<file path="config.mk">
export PLATFORM = sky130hd
export DESIGN_NAME = sifh_hist_engine
export DESIGN_NICKNAME = d
export VERILOG_FILES = /design/src/rtl/sifh_hist_engine.sv
export SDC_FILE = /design/constraint.sdc
export NUM_CORES = 1
export LEC_CHECK = 0
export ABC_CLOCK_PERIOD_IN_PS = 6500
export CORE_ASPECT_RATIO = 1.4
export CORE_MARGIN = 3
export CORE_UTILIZATION = 55
export CTS_BUF_LIST = sky130_fd_sc_hd__clkbuf_4
export DETAILED_ROUTE_END_ITERATION = 10
export PLACE_DENSITY = 0.8
export SYNTH_ARGS = -nofsm -noshare
export SYNTH_HDL_FRONTEND = slang
export SYNTH_SLANG_ARGS = --single-unit
export TNS_END_PERCENT = 30
</file>
<file path="constraint.sdc">
create_clock -name clk_i -period 6.5 [get_ports clk_i]
set_clock_uncertainty 0.2 [all_clocks]
set_input_delay 1.3 -clock clk_i [delete_from_list [all_inputs] [get_ports clk_i]]
set_output_delay 1.3 -clock clk_i [all_outputs]
set_load 0.1 [all_outputs]
</file>
<file path="src/rtl/sifh_hist_engine.sv">
// sifh_hist_engine: pipelined +1 read-modify-write histogram builder with hazard forwarding, saturation and clear sweep
//   clk_i/res_ni             clock, async active-low reset
//   start_i/clear_req_i      begin frame / clear sweep (sampled in IDLE)
//   frame_len_i              events accepted per frame (sampled on start)
//   ts_valid_i/ts_bin_i/ts_pix_i  event strobe and {pixel,bin}
//   raddr_o/ren_o/rdata_i    RAM read port, rdata one cycle after the read edge
//   waddr_o/wdata_o/wen_o    RAM write port
//   busy_o/done_o/sat_flag_o status: busy, end pulse, sticky saturation
module sifh_hist_engine #(
  parameter int NB = 8,
  parameter int NPIX_W = 2,
  parameter int CW = 12,
  parameter int ACQ_W = 24
) (
  input  logic                 clk_i,
  input  logic                 res_ni,
  input  logic                 start_i,
  input  logic                 clear_req_i,
  input  logic [ACQ_W-1:0]     frame_len_i,
  input  logic                 ts_valid_i,
  input  logic [NB-1:0]        ts_bin_i,
  input  logic [NPIX_W-1:0]    ts_pix_i,
  output logic [NPIX_W+NB-1:0] raddr_o,
  output logic                 ren_o,
  input  logic [CW-1:0]        rdata_i,
  output logic [NPIX_W+NB-1:0] waddr_o,
  output logic [CW-1:0]        wdata_o,
  output logic                 wen_o,
  output logic                 busy_o,
  output logic                 done_o,
  output logic                 sat_flag_o
);
  localparam int AW = NPIX_W + NB;
  typedef enum logic [2:0] {IDLE, CLEAR, ACCUM, DRAIN, DONE} state_e;
  state_e state_q, state_d;
  logic [ACQ_W-1:0] cnt_q, cnt_d, len_q, len_d;
  logic [AW-1:0] caddr_q, caddr_d, raddr_q, raddr_d, a2_q, waddr_q, waddr_d, fa_q;
  logic ren_q, v2_q, wen_q, wen_d, fv_q, busy_q, done_q, sat_q, sat_d;
  logic [CW-1:0] wdata_q, wdata_d, fd_q, base;
  logic accept, go, clr_go, clr;
  assign go = state_q == IDLE && start_i && !clear_req_i;
  assign clr_go = state_q == IDLE && clear_req_i;
  assign clr = state_q == CLEAR;
  // leaving ACCUM on count == frame_len keeps count < frame_len while in ACCUM
  assign accept = state_q == ACCUM && ts_valid_i;
  // newest in-flight value wins: write register (one behind), then the write
  // committing to RAM on the same edge the current read was sampled
  assign base = (wen_q && waddr_q == a2_q) ? wdata_q : (fv_q && fa_q == a2_q) ? fd_q : rdata_i;
  always_comb begin
    state_d = state_q;
    case (state_q)
      IDLE:  if (clear_req_i) state_d = CLEAR;
             else if (start_i) state_d = frame_len_i == '0 ? DRAIN : ACCUM;
      CLEAR: if (&caddr_q) state_d = DONE;
      ACCUM: if (cnt_d == len_q) state_d = DRAIN;
      DRAIN: if (!ren_q) state_d = DONE;
      default: state_d = IDLE;
    endcase
  end
  always_comb begin
    cnt_d = go ? '0 : cnt_q + ACQ_W'(accept);
    len_d = go ? frame_len_i : len_q;
    caddr_d = clr ? caddr_q + 1'b1 : '0;
    raddr_d = accept ? {ts_pix_i, ts_bin_i} : raddr_q;
    wen_d = clr || v2_q;
    waddr_d = clr ? caddr_q : v2_q ? a2_q : waddr_q;
    wdata_d = clr ? '0 : v2_q ? (&base ? base : base + 1'b1) : wdata_q;
    sat_d = (go || clr_go) ? 1'b0 : sat_q | (v2_q && &base);
  end
  always_ff @(posedge clk_i or negedge res_ni) begin
    if (!res_ni) begin
      state_q <= IDLE;
      cnt_q <= '0;
      len_q <= '0;
      caddr_q <= '0;
      raddr_q <= '0;
      ren_q <= 1'b0;
      a2_q <= '0;
      v2_q <= 1'b0;
      waddr_q <= '0;
      wdata_q <= '0;
      wen_q <= 1'b0;
      fa_q <= '0;
      fd_q <= '0;
      fv_q <= 1'b0;
      busy_q <= 1'b0;
      done_q <= 1'b0;
      sat_q <= 1'b0;
    end else begin
      state_q <= state_d;
      cnt_q <= cnt_d;
      len_q <= len_d;
      caddr_q <= caddr_d;
      raddr_q <= raddr_d;
      ren_q <= accept;
      a2_q <= raddr_q;
      v2_q <= ren_q;
      waddr_q <= waddr_d;
      wdata_q <= wdata_d;
      wen_q <= wen_d;
      fa_q <= waddr_q;
      fd_q <= wdata_q;
      fv_q <= wen_q;
      busy_q <= state_d == CLEAR || state_d == ACCUM || state_d == DRAIN;
      done_q <= state_d == DONE;
      sat_q <= sat_d;
    end
  end
  assign raddr_o = raddr_q;
  assign ren_o = ren_q;
  assign waddr_o = waddr_q;
  assign wdata_o = wdata_q;
  assign wen_o = wen_q;
  assign busy_o = busy_q;
  assign done_o = done_q;
  assign sat_flag_o = sat_q;
endmodule

</file>
# Yosys cells after proc, flatten, opt, wreduce, memory -nomap -nowiden
# Cells that the tools add are included.
# classes
addsub,3
n_eq_ne,10
mux,17
n_bitwise,1
n_reduce_logical,17
# op_table
op,n
12-bit two-way mux,5
10-bit two-way mux,3
24-bit by 1-bit adder with 24-bit output,1
24-bit == test,1
24-bit logical NOT,1
24-bit two-way mux,1
10-bit == test,2
3-bit two-way mux,5
"12-bit by 1-bit adder with 12-bit output, second input constant",1
"3-bit by 2-bit == test with 1-bit output, second input constant",4
3-bit case mux with 4 select lines,1
12-bit AND reduction,1
"10-bit by 1-bit adder with 10-bit output, second input constant",1
10-bit AND reduction,1
1-bit logical AND,7
"3-bit by 1-bit == test with 1-bit output, second input constant",2
1-bit logical OR,4
"3-bit == test, second input constant",1
3-bit logical NOT,1
1-bit two-way mux,2
2-bit nonzero test,1
1-bit logical NOT,1
1-bit OR,1
# word_totals
register_bits,132
input_bits,51
output_inout_bits,37
word_cells,65

# Depth between registers and ports, before layout
# Gate-level depths: netlist (run 1).
# logic_depth
ltp_word,10
ltp_mapped,14
mapped_depth_nobuf,13

# Worst setup path before layout (run 1)
# No wires, ideal clock.
# synth_timing
path_type,input to register
from,in ts_valid_i
to,reg state_q[0]
setup_ps,67
arrival_ps,3925
t_required_ps,6233
path_slack_ps,2309
stages,12
n_path_buf,1
cell_sequence,and2_1 > clkbuf_1 > ha_1 > ha_1 > nand4_1 > or3_1 > xor2_1 > nor3_1 > a2111oi_2 > nand4_1 > nor4_1 > a41o_1
# synth_between
elab_chain_len,6
# synth_lines
item,line,text
from (decl),20,"input logic ts_valid_i,"
1-bit logical AND,45,assign accept = state_q == ACCUM && ts_valid_i;
named net accept,40,"logic accept, go, clr_go, clr;"
24-bit by 1-bit adder with 24-bit output,61,cnt_d = go ? '0 : cnt_q + ACQ_W'(accept);
24-bit two-way mux,61,
24-bit == test,55,ACCUM: if (cnt_d == len_q) state_d = DRAIN;
3-bit two-way mux,55,
3-bit case mux with 4 select lines,51,case (state_q)
named net state_d[0],35,"state_e state_q, state_d;"
to (signal assigned),90,state_q <= state_d;
to (decl),35,
# The timed path passes the listed nets, and every way through them passes these cells.
# A chain may end at the register's enable or synchronous reset.

# Final worst setup path (run 1)
# layout_timing
from,in ts_valid_i
to,reg state_q[0]
# layout_between
elab_chain_len,6
# layout_lines
item,line,text
1-bit logical AND,45,
24-bit by 1-bit adder with 24-bit output,61,
24-bit two-way mux,61,
named net cnt_d[8],36,"logic [ACQ_W-1:0] cnt_q, cnt_d, len_q, len_d;"
24-bit == test,55,
3-bit two-way mux,55,
3-bit case mux with 4 select lines,51,
named net state_d[0],35,
# The timed path passes the listed nets, and every way through them passes these cells.

==> results_dict.tcl, run 1 <==
set metrics [dict create \
    clk_latency_ps 530 \
    clock_sinks 132 \
    fin_crit_sh_pct 72.1 \
    cts_setup_buffers 0 \
    grt_use_total_pct 25.2 \
    end_kind "register" \
    fmax_mhz 213 \
    grt_setup_unrepaired "false" \
    max-cap-violations 0 \
    synth_nets 711 \
    max-vdd-ir-drop_uv 143 \
    grt_pass1_vias 5477 \
    area_delta_synth_final_pct 18.7 \
    crit_type "in -> reg" \
    grt_first_pass_wirelength_mm 26.7 \
    cts_tree "done" \
    ctsHoldBuffers 0 \
    io_pins 88 \
    hold_viol_final 0 \
    gp_congestion 0.914 \
    fin_ws_ps 1810 \
    finalSetupTns_ps 0 \
    clk_path_buf_depth 2 \
    start_util_pct 57.1 \
    h-tree-depth 4 \
    layout_commonest_cell "dfrtp_1" \
    fin_crit_ps 4690 \
    net-switching-power_mw 0.783 \
    die_area_um2 13300 \
    worst-slew-pin-transition_ps 1060 \
    wl_mm 16.1 \
    power.density_nw_per_um2 268 \
    async_flop_share_pct 100 \
    drtIter0Drc 261 \
    core.rowCount 46 \
    postRouteAntennaNets 0 \
    first_pass_iters 4 \
    synth_top_area_share_pct 50.2 \
    clk_root_buffer_cell "clkbuf_4" \
    synthesis.area_um2 6580 \
    worstSetupStartpointType "input pin" \
    portBuffers 87 \
    post-synth-top-area-cell "dfrtp_1" \
    leakagePower_nw 3.36 \
    relSlewSlack_pct 29.0 \
    drc_errors 0 \
    switching_share_pct 37.4 \
    num-nets-final 797 \
    synth_cell_types 67 \
    fp.dieW_um 98.4 \
    status "finished, final reports clean" \
    cts_resized 0 \
    setup_viol 0 \
    final_max_slew_viol_count 0 \
    core_area_um2 11500 \
    mostFrequentLayoutCells "dfrtp_1, nand2_1, clkdlybuf4s50_1, nor2_1, xnor2_1" \
    die_y_um 135 \
    path_clk_slew_ps 120 \
    synthTopCellsByArea "dfrtp_1, nand2_1, xnor2_1" \
    drive_gt1_share_pct 9.18 \
    dpl.hpwl_mm 12.0 \
    ys_seq_area_share_pct 50.2 \
    nFillCells 899 \
    antenna_cells 0 \
    ys_ff_latch 132 \
    dr_total_vias 5351 \
    syn_inst 655 \
    hold_class "reg -> reg" \
    synth_edf_count 0 \
    crit_fanout 13 \
    place_ws_ps 1290 \
    avgSynthCellArea_um2 10.0 \
    wl_per_cell_um 17.9 \
    numCtsBuffers 17 \
    ys_warn_count 0 \
    antenna_found_initial 0 \
    overflow 0 \
    synthFlopType "dfrtp_1" \
    viasPerCell 5.97 \
    pwr-share-seq_pct 47.8 \
    critPathArrivalTime_ps 4960 \
    grt_max_degree 81 \
    worst_ep_required_time_ps 6770 \
    clkPwrFrac_pct 23.4 \
    combPwrFrac_pct 28.7 \
    p_int_mw 1.31 \
]
-- critical path, cell delays in order --
cell and delay [ps]:
clkdlybuf4s50_1 460, and2_1 530, ha_1 300, ha_1 230
nand4_1 360, or3_1 490, a21oi_1 240, xnor2_1 150
o2111a_1 230, nand4_1 150, nor4_1 320, a41o_1 190
-- metal layers --
layer,routed length [um],part of all wire (%),up-vias,GRT usage (%)
met2,8530,53,164,44.9
met4,594,3.7,0,11.1
met3,778,4.8,36,5.10
li1,-,-,2524,-
met5,0,0,-,0
met1,6180,38,2627,29.3
-- cell type report --
| class | count | area, um2 | area share [%] |
|---|---|---|---|
| Timing Repair Buffer | 92 | 906 | 11.6 |
| Clock buffer | 18 | 135 | 1.73 |
| Sequential cell | 132 | 3300 | 42.3 |
| Tap cell | 144 | 180 | 2.31 |
| Multi-Input combinational cell | 486 | 3130 | 40.1 |
| Inverter | 12 | 45.0 | 0.577 |
| Clock inverter | 12 | 109 | 1.39 |
-- path summary, 6_finish.rpt --
check	start	end	slack (ps)	depth (start not counted)
worst max-delay path	ts_valid_i	state_q[0]$_DFF_PN0_	1810	12
worst min register to register	raddr_o[8]$_DFFE_PN0P_	a2_q[8]$_DFF_PN0_	210	0
worst max register to register	state_q[2]$_DFF_PN0_	state_q[0]$_DFF_PN0_	2160	13
max in group asynchronous	res_ni	cnt_q[0]$_DFF_PN0_	4070	2
min in group asynchronous	res_ni	fd_q[10]$_DFF_PN0_	610	1
worst min-delay path	raddr_o[8]$_DFFE_PN0P_	a2_q[8]$_DFF_PN0_	210	0
-- power groups by stage --
stage / sequential [mW] / combinational (mW) / clock [mW]
4_1_cts: 1.00 / 0.605 / 0.505
5_1_grt: 1.01 / 0.646 / 0.540
3_5_place_dp: 1.02 / 0.601 / 0
6_report: 1.00 / 0.602 / 0.491
3_3_place_gp: 1.01 / 0.587 / 0
2_1_floorplan: 1.17 / 0.262 / 0
-- synth_stat cells, types with 15 or more instances --
cell type  number
xnor2_1        34
nand3_1        30
clkbuf_1       16
nand4_1        18
mux2_2         15
mux2i_1        22
xor2_1         21
nand2_1        97
nor2_1         58
a21oi_1        26
o21ai_0        21
dfrtp_1       132
-- metrics by stage --
stage | power, mW | utilization [%] | std cells | hold WS [ps] | instance area (um2)
2_1_floorplan | 1.43 | - | 655 | 246 | 6580
3_3_place_gp | 1.59 | 65.7 | 866 | 185 | 7560
3_5_place_dp | 1.62 | 65.7 | 866 | 190 | 7560
4_1_cts | 2.11 | 67.8 | 896 | 206 | 7800
5_1_grt | 2.20 | 67.8 | 896 | 227 | 7800
6_report | 2.09 | 67.8 | 896 | 209 | 7800
-- cells by family (layout without fill, tap and decap cells) --
family | after synthesis | in the layout | share of synthesized area (%)
adders and majority gates | 5 | 5 | 0.951
buffers and inverters | 37 | 134 | 2.36
DFF | 132 | 132 | 50.2
AOI/OAI and AO/OA | 106 | 106 | 11.1
muxes | 38 | 38 | 6.13
xor gates and xnor gates | 55 | 55 | 7.32
and+or+nand+nor | 282 | 282 | 21.9
-- flip-flops by register name, summed over array words and instances, names as in the netlist, 3 cells and up --
name     count
cnt_q       24
len_q       24
fd_q        12
wdata_o     12
a2_q        10
caddr_q     10
fa_q        10
raddr_o     10
waddr_o     10
state_q      3
No activity file was read; power rests on OpenSTA's default activity.
==> inputs of run 2 (changes only) <==
--- a/config.mk
+++ b/config.mk
@@ -5,7 +5,7 @@
 export SDC_FILE = /design/constraint.sdc
 export NUM_CORES = 1
 export LEC_CHECK = 0
-export ABC_CLOCK_PERIOD_IN_PS = 6500
+export ABC_CLOCK_PERIOD_IN_PS = 4700
 export CORE_ASPECT_RATIO = 1.4
 export CORE_MARGIN = 3
 export CORE_UTILIZATION = 55
==> constraint.sdc (replaced) <==
create_clock -name clk_i -period 4.7 [get_ports clk_i]
set_clock_uncertainty 0.2 [all_clocks]
set_input_delay 0.94 -clock clk_i [delete_from_list [all_inputs] [get_ports clk_i]]
set_output_delay 0.94 -clock clk_i [all_outputs]
set_load 0.1 [all_outputs]
==> results_dict.tcl, run 2 (synthesized netlist as in run 1, its figures left out) <==
set metrics [dict create \
    core.rowCount 46 \
    drtIter0Drc 267 \
    rrSetupSlack_ps 790 \
    clk_latency_ps 550 \
    dr_total_vias 5333 \
    rr_startpoint "state_q[2]$_DFF_PN0_" \
    gp_congestion 0.931 \
    grt_pass1_vias 5457 \
    wl_mm 16.4 \
    worstSetupStartpointType "register" \
    combPwrFrac_pct 27.6 \
    portBuffers 87 \
    fin_hold_ws_ps 213 \
    clk_root_buffer_cell "clkbuf_4" \
    p_int_mw 1.88 \
    mostFrequentLayoutCells "dfrtp_1, nand2_1, clkdlybuf4s50_1, nor2_1, xnor2_1" \
    finalPower_mw 3.02 \
    grt_setup_unrepaired "false" \
    clkPwrFrac_pct 26.5 \
    r2r_cells 13 \
    ctsHoldBuffers 0 \
    postRouteAntennaNets 0 \
    finalSetupTns_ps 0 \
    cts_setup_buffers 0 \
    path_clk_slew_ps 140 \
    fin_crit_sh_pct 83.2 \
    crit_slowest_cell "or3_1" \
    core_area_um2 11500 \
    worst_path_largest_cell_delay_ps 490 \
    reg2reg_to "state_q[0]$_DFF_PN0_" \
    cts_resized 0 \
    clock_sinks 132 \
    grt_use_total_pct 25.7 \
    layout_top_registers "cnt_q (24), len_q (24)" \
    antenna_cells 0 \
    antenna_found_initial 0 \
    max-cap-violations 0 \
    leakagePower_nw 3.41 \
    net-switching-power_mw 1.13 \
    layout_commonest_cell "dfrtp_1" \
    power.density_nw_per_um2 382 \
    max-vdd-ir-drop_uv 221 \
    wl_per_cell_um 18.2 \
    h-tree-depth 4 \
    pwr-share-seq_pct 45.9 \
    hold_class "reg -> reg" \
    startpoint "state_q[2]$_DFF_PN0_" \
    relSlewSlack_pct 26.2 \
    cts_tree "done" \
    grt_first_pass_wirelength_mm 27.1 \
    worst-slew-pin-transition_ps 1110 \
    numCtsBuffers 17 \
    critPathArrivalTime_ps 4200 \
    num-nets-final 801 \
    drc_errors 0 \
    cp-endpoint "state_q[0]$_DFF_PN0_" \
    overflow 0 \
    viasPerCell 5.91 \
    crit_type "reg -> reg" \
    worst_ep_required_time_ps 4990 \
    die_y_um 135 \
    start_util_pct 57.1 \
    fin_ws_ps 790 \
    first_pass_iters 5 \
    switching_share_pct 37.6 \
    crit_fanout 8 \
    dpl.hpwl_mm 12.3 \
    cp_cell_sequence "nand2b_1, nor2_1, and2_1, ha_1, ha_1, nand4_1, or3_1, a21oi_1, xnor2_1, o2111a_1, nand4_1, nor4_1, a41o_1" \
    end_kind "register" \
    area_delta_synth_final_pct 20.1 \
    clk_path_buf_depth 2 \
    io_pins 88 \
    hold_viol_final 0 \
    fmax_mhz 256 \
    final_max_slew_viol_count 0 \
    fp.dieW_um 98.4 \
    fin_crit_ps 3910 \
    setup_viol 0 \
    die_area_um2 13300 \
    status "finished, final reports clean" \
    place_ws_ps 335 \
    grt_max_degree 78 \
    drive_gt1_share_pct 9.89 \
]
[run 2: cell type report]
class,count,area [um2]
clock inverter,15,170
multi-input combinational,486,3130
clock buffer,17,128
sequential,132,3300
tap,144,180
fill,933,3610
inverter,12,45.0
timing repair buffer,96,948
[run 2: routing by layer]
layer,track usage (%),vias up,part of all wire [%]
li1,-,2524,-
met1,28.7,2612,38
met3,5.10,39,4.4
met4,10.7,0,3.4
met5,0,-,0
met2,47.6,158,54
[run 2: critical path, delay by kind of cell, from the launching register on]
family,cells,cell delay [ps]
AND/OR/NAND/NOR,7,1960
AO/OA/AOI/OAI,3,660
flip-flops,1,470
adder cells (fa/ha/maj),2,400
XOR/XNOR,1,180
[run 2: worst min-delay path by stage]
stage | cells after the start | from | slack (ps) | endpoint
2_1_floorplan | 1 | caddr_q[0]$_DFF_PN0_ | 250 | caddr_q[0]$_DFF_PN0_
5_1_grt | 0 | raddr_o[5]$_DFFE_PN0P_ | 220 | a2_q[5]$_DFF_PN0_
3_3_place_gp | 0 | raddr_o[2]$_DFFE_PN0P_ | 180 | a2_q[2]$_DFF_PN0_
6_report | 0 | raddr_o[1]$_DFFE_PN0P_ | 210 | a2_q[1]$_DFF_PN0_
4_1_cts | 0 | raddr_o[1]$_DFFE_PN0P_ | 220 | a2_q[1]$_DFF_PN0_
3_5_place_dp | 0 | raddr_o[4]$_DFFE_PN0P_ | 200 | a2_q[4]$_DFF_PN0_
[run 2: through the flow]
step           util [%]  cells  cell area (um2)
6_report           68.6    902             7900
5_1_grt            68.6    902             7900
4_1_cts            68.6    902             7900
3_5_place_dp       66.1    870             7600
3_3_place_gp       66.1    870             7600
2_1_floorplan         -    655             6580
[run 2: power groups by stage]
stage          clock, mW  combinational [mW]  sequential (mW)
6_report           0.799               0.834             1.38
5_1_grt            0.867               0.897             1.40
4_1_cts            0.814               0.840             1.38
3_5_place_dp           0               0.837             1.41
3_3_place_gp           0               0.817             1.40
2_1_floorplan          0               0.363             1.61
==> inputs of run 3 (changes only) <==
--- a/config.mk
+++ b/config.mk
@@ -5,7 +5,7 @@
 export SDC_FILE = /design/constraint.sdc
 export NUM_CORES = 1
 export LEC_CHECK = 0
-export ABC_CLOCK_PERIOD_IN_PS = 4700
+export ABC_CLOCK_PERIOD_IN_PS = 3800
 export CORE_ASPECT_RATIO = 1.4
 export CORE_MARGIN = 3
 export CORE_UTILIZATION = 55
==> constraint.sdc (replaced) <==
create_clock -name clk_i -period 3.8 [get_ports clk_i]
set_clock_uncertainty 0.2 [all_clocks]
set_input_delay 0.76 -clock clk_i [delete_from_list [all_inputs] [get_ports clk_i]]
set_output_delay 0.76 -clock clk_i [all_outputs]
set_load 0.1 [all_outputs]
==> results_dict.tcl, run 3 (synthesized netlist as in run 1, its figures left out) <==
set metrics [dict create \
    status "finished, final reports clean" \
    layout_top_registers "cnt_q (24), len_q (24)" \
    antenna_cells 0 \
    worst_ep_required_time_ps 4090 \
    reg2reg_to "state_q[0]$_DFF_PN0_" \
    h-tree-depth 4 \
    core_area_um2 11500 \
    drive_gt1_share_pct 13.5 \
    wl_per_cell_um 18.3 \
    r2r_cells 14 \
    finalSetupTns_ps 0 \
    grt_max_degree 60 \
    max-cap-violations 0 \
    max-vdd-ir-drop_uv 278 \
    net-switching-power_mw 1.44 \
    cts_tree "done" \
    gp_congestion 0.889 \
    start_util_pct 57.1 \
    finalNonFillerCells 927 \
    drc_errors 0 \
    core.rowCount 46 \
    ctsHoldBuffers 0 \
    grt_setup_unrepaired "false" \
    switching_share_pct 39.4 \
    setup_viol 0 \
    ff_latch_area_um2 3300 \
    drtIter0Drc 232 \
    viasPerCell 5.88 \
    cp-endpoint "state_q[0]$_DFF_PN0_" \
    clkPwrFrac_pct 24.5 \
    postRouteAntennaNets 0 \
    crit_slowest_cell "nor4_2" \
    grt_use_total_pct 26.3 \
    fin_crit_ps 3520 \
    dr_total_vias 5450 \
    fin_crit_sh_pct 92.6 \
    clock_sinks 132 \
    combPwrFrac_pct 28.7 \
    worstSetupStartpointType "register" \
    multi_input_area_um2 3130 \
    io_pins 88 \
    cts_setup_buffers 0 \
    mostFrequentLayoutCells "dfrtp_1, nand2_1, clkdlybuf4s50_1, nor2_1, buf_4" \
    portBuffers 87 \
    relSlewSlack_pct 34.4 \
    overflow 0 \
    hold_viol_final 0 \
    die_area_um2 13300 \
    first_pass_iters 5 \
    pwr-share-seq_pct 46.8 \
    numCtsBuffers 17 \
    cts_resized 0 \
    rr_startpoint "state_q[2]$_DFF_PN0_" \
    post-place-cells 895 \
    crit_type "reg -> reg" \
    path_clk_slew_ps 130 \
    fin_hold_ws_ps 62.6 \
    cp.buffers_inverters 2 \
    dpl.hpwl_mm 13.1 \
    hold_class "in -> async" \
    utilization_pct 69.9 \
    num-nets-final 826 \
    cp.depth 14 \
    worst-slew-pin-transition_ps 981 \
    clk_latency_ps 560 \
    die_y_um 135 \
    grt_first_pass_wirelength_mm 27.5 \
    worst_path_largest_cell_delay_ps 440 \
    fmax_mhz 284 \
    power.density_nw_per_um2 455 \
    fp.dieW_um 98.4 \
    startpoint "state_q[2]$_DFF_PN0_" \
    clk_root_buffer_cell "clkbuf_4" \
    critical-path-top-delay-family "simple AND/OR/NAND/NOR gates" \
    leakagePower_nw 3.54 \
    end_kind "register" \
    antenna_found_initial 0 \
    grt_pass1_vias 5521 \
    crit_fanout 8 \
    cp_cell_sequence "nand2b_1, nor2_1, and2_1, ha_1, ha_1, nand4_1, buf_4, nor4_2, buf_4, xnor2_1, nor2_1, xor2_1, a2111oi_0, a41o_1" \
    nFillCells 903 \
    wl_mm 17.0 \
    layout_commonest_cell "dfrtp_1" \
    final_max_slew_viol_count 0 \
    p_int_mw 2.22 \
    critPathArrivalTime_ps 3810 \
    rrSetupSlack_ps 280 \
    clk_path_buf_depth 2 \
    area_delta_synth_final_pct 22.3 \
]
run 3: cell types whose count changed in the layout (fill, tap and decap cells not counted), sizes merged:
cell | previous run | this run
buf | 10 | 40
clkdlybuf4s50 | 86 | 81
inv | 19 | 22
bufinv | 2 | 0
clkinvlp | 3 | 1
clkinv | 3 | 4
run 3: power groups by stage:
| stage | sequential (mW) | clock (mW) | combinational, mW |
|---|---|---|---|
| 2_1_floorplan | 2.00 | 0 | 0.449 |
| 3_3_place_gp | 1.73 | 0 | 1.02 |
| 3_5_place_dp | 1.74 | 0 | 1.05 |
| 4_1_cts | 1.71 | 0.918 | 1.06 |
| 5_1_grt | 1.73 | 0.973 | 1.13 |
| 6_report | 1.71 | 0.896 | 1.05 |
run 3: metrics by stage:
stage | total power [mW] | setup slack [ps] | cell area, um2
floorplan | 2.44 | 149 | 6580
global placement | 2.75 | -54.8 | 7780
detailed placement | 2.79 | -68.1 | 7780
CTS | 3.69 | 313 | 8040
global route | 3.84 | 80.2 | 8040
finish | 3.66 | 279 | 8040
run 3: worst register-to-register path, delay by kind of cell, from the launching register on:
kind / cells / cell delay [ps]
AO/OA/AOI/OAI: 2 / 670
XOR/XNOR: 2 / 270
adder cells (fa/ha/maj): 2 / 330
buffers and inverters: 2 / 400
flip-flops: 1 / 410
AND/OR/NAND/NOR: 6 / 1190
run 3: worst min path at each step:
stage / depth (start not counted) / startpoint / to
global placement: 0 / raddr_o[2]$_DFFE_PN0P_ / a2_q[2]$_DFF_PN0_
CTS: 1 / res_ni / fd_q[4]$_DFF_PN0_
global route: 1 / res_ni / fd_q[4]$_DFF_PN0_
floorplan: 1 / caddr_q[0]$_DFF_PN0_ / caddr_q[0]$_DFF_PN0_
detailed placement: 0 / raddr_o[6]$_DFFE_PN0P_ / a2_q[6]$_DFF_PN0_
finish: 1 / res_ni / fd_q[4]$_DFF_PN0_
run 3: cell type report:
cell class | count | share of cell area [%]
clock buffer | 17 | 1.59
tap | 144 | 2.24
multi-input combinational | 486 | 38.9
clock inverter | 15 | 1.71
sequential | 132 | 41.1
timing repair buffer | 121 | 14.0
inverter | 12 | 0.560
run 3: layer usage:
metal | wire [um] | vias to the layer above | global-route usage, %
met5 | 0 | - | 0
met2 | 9390 | 186 | 49.7
li1 | - | 2581 | -
met4 | 554 | 0 | 10.6
met1 | 6230 | 2647 | 28.5
met3 | 811 | 36 | 5.26
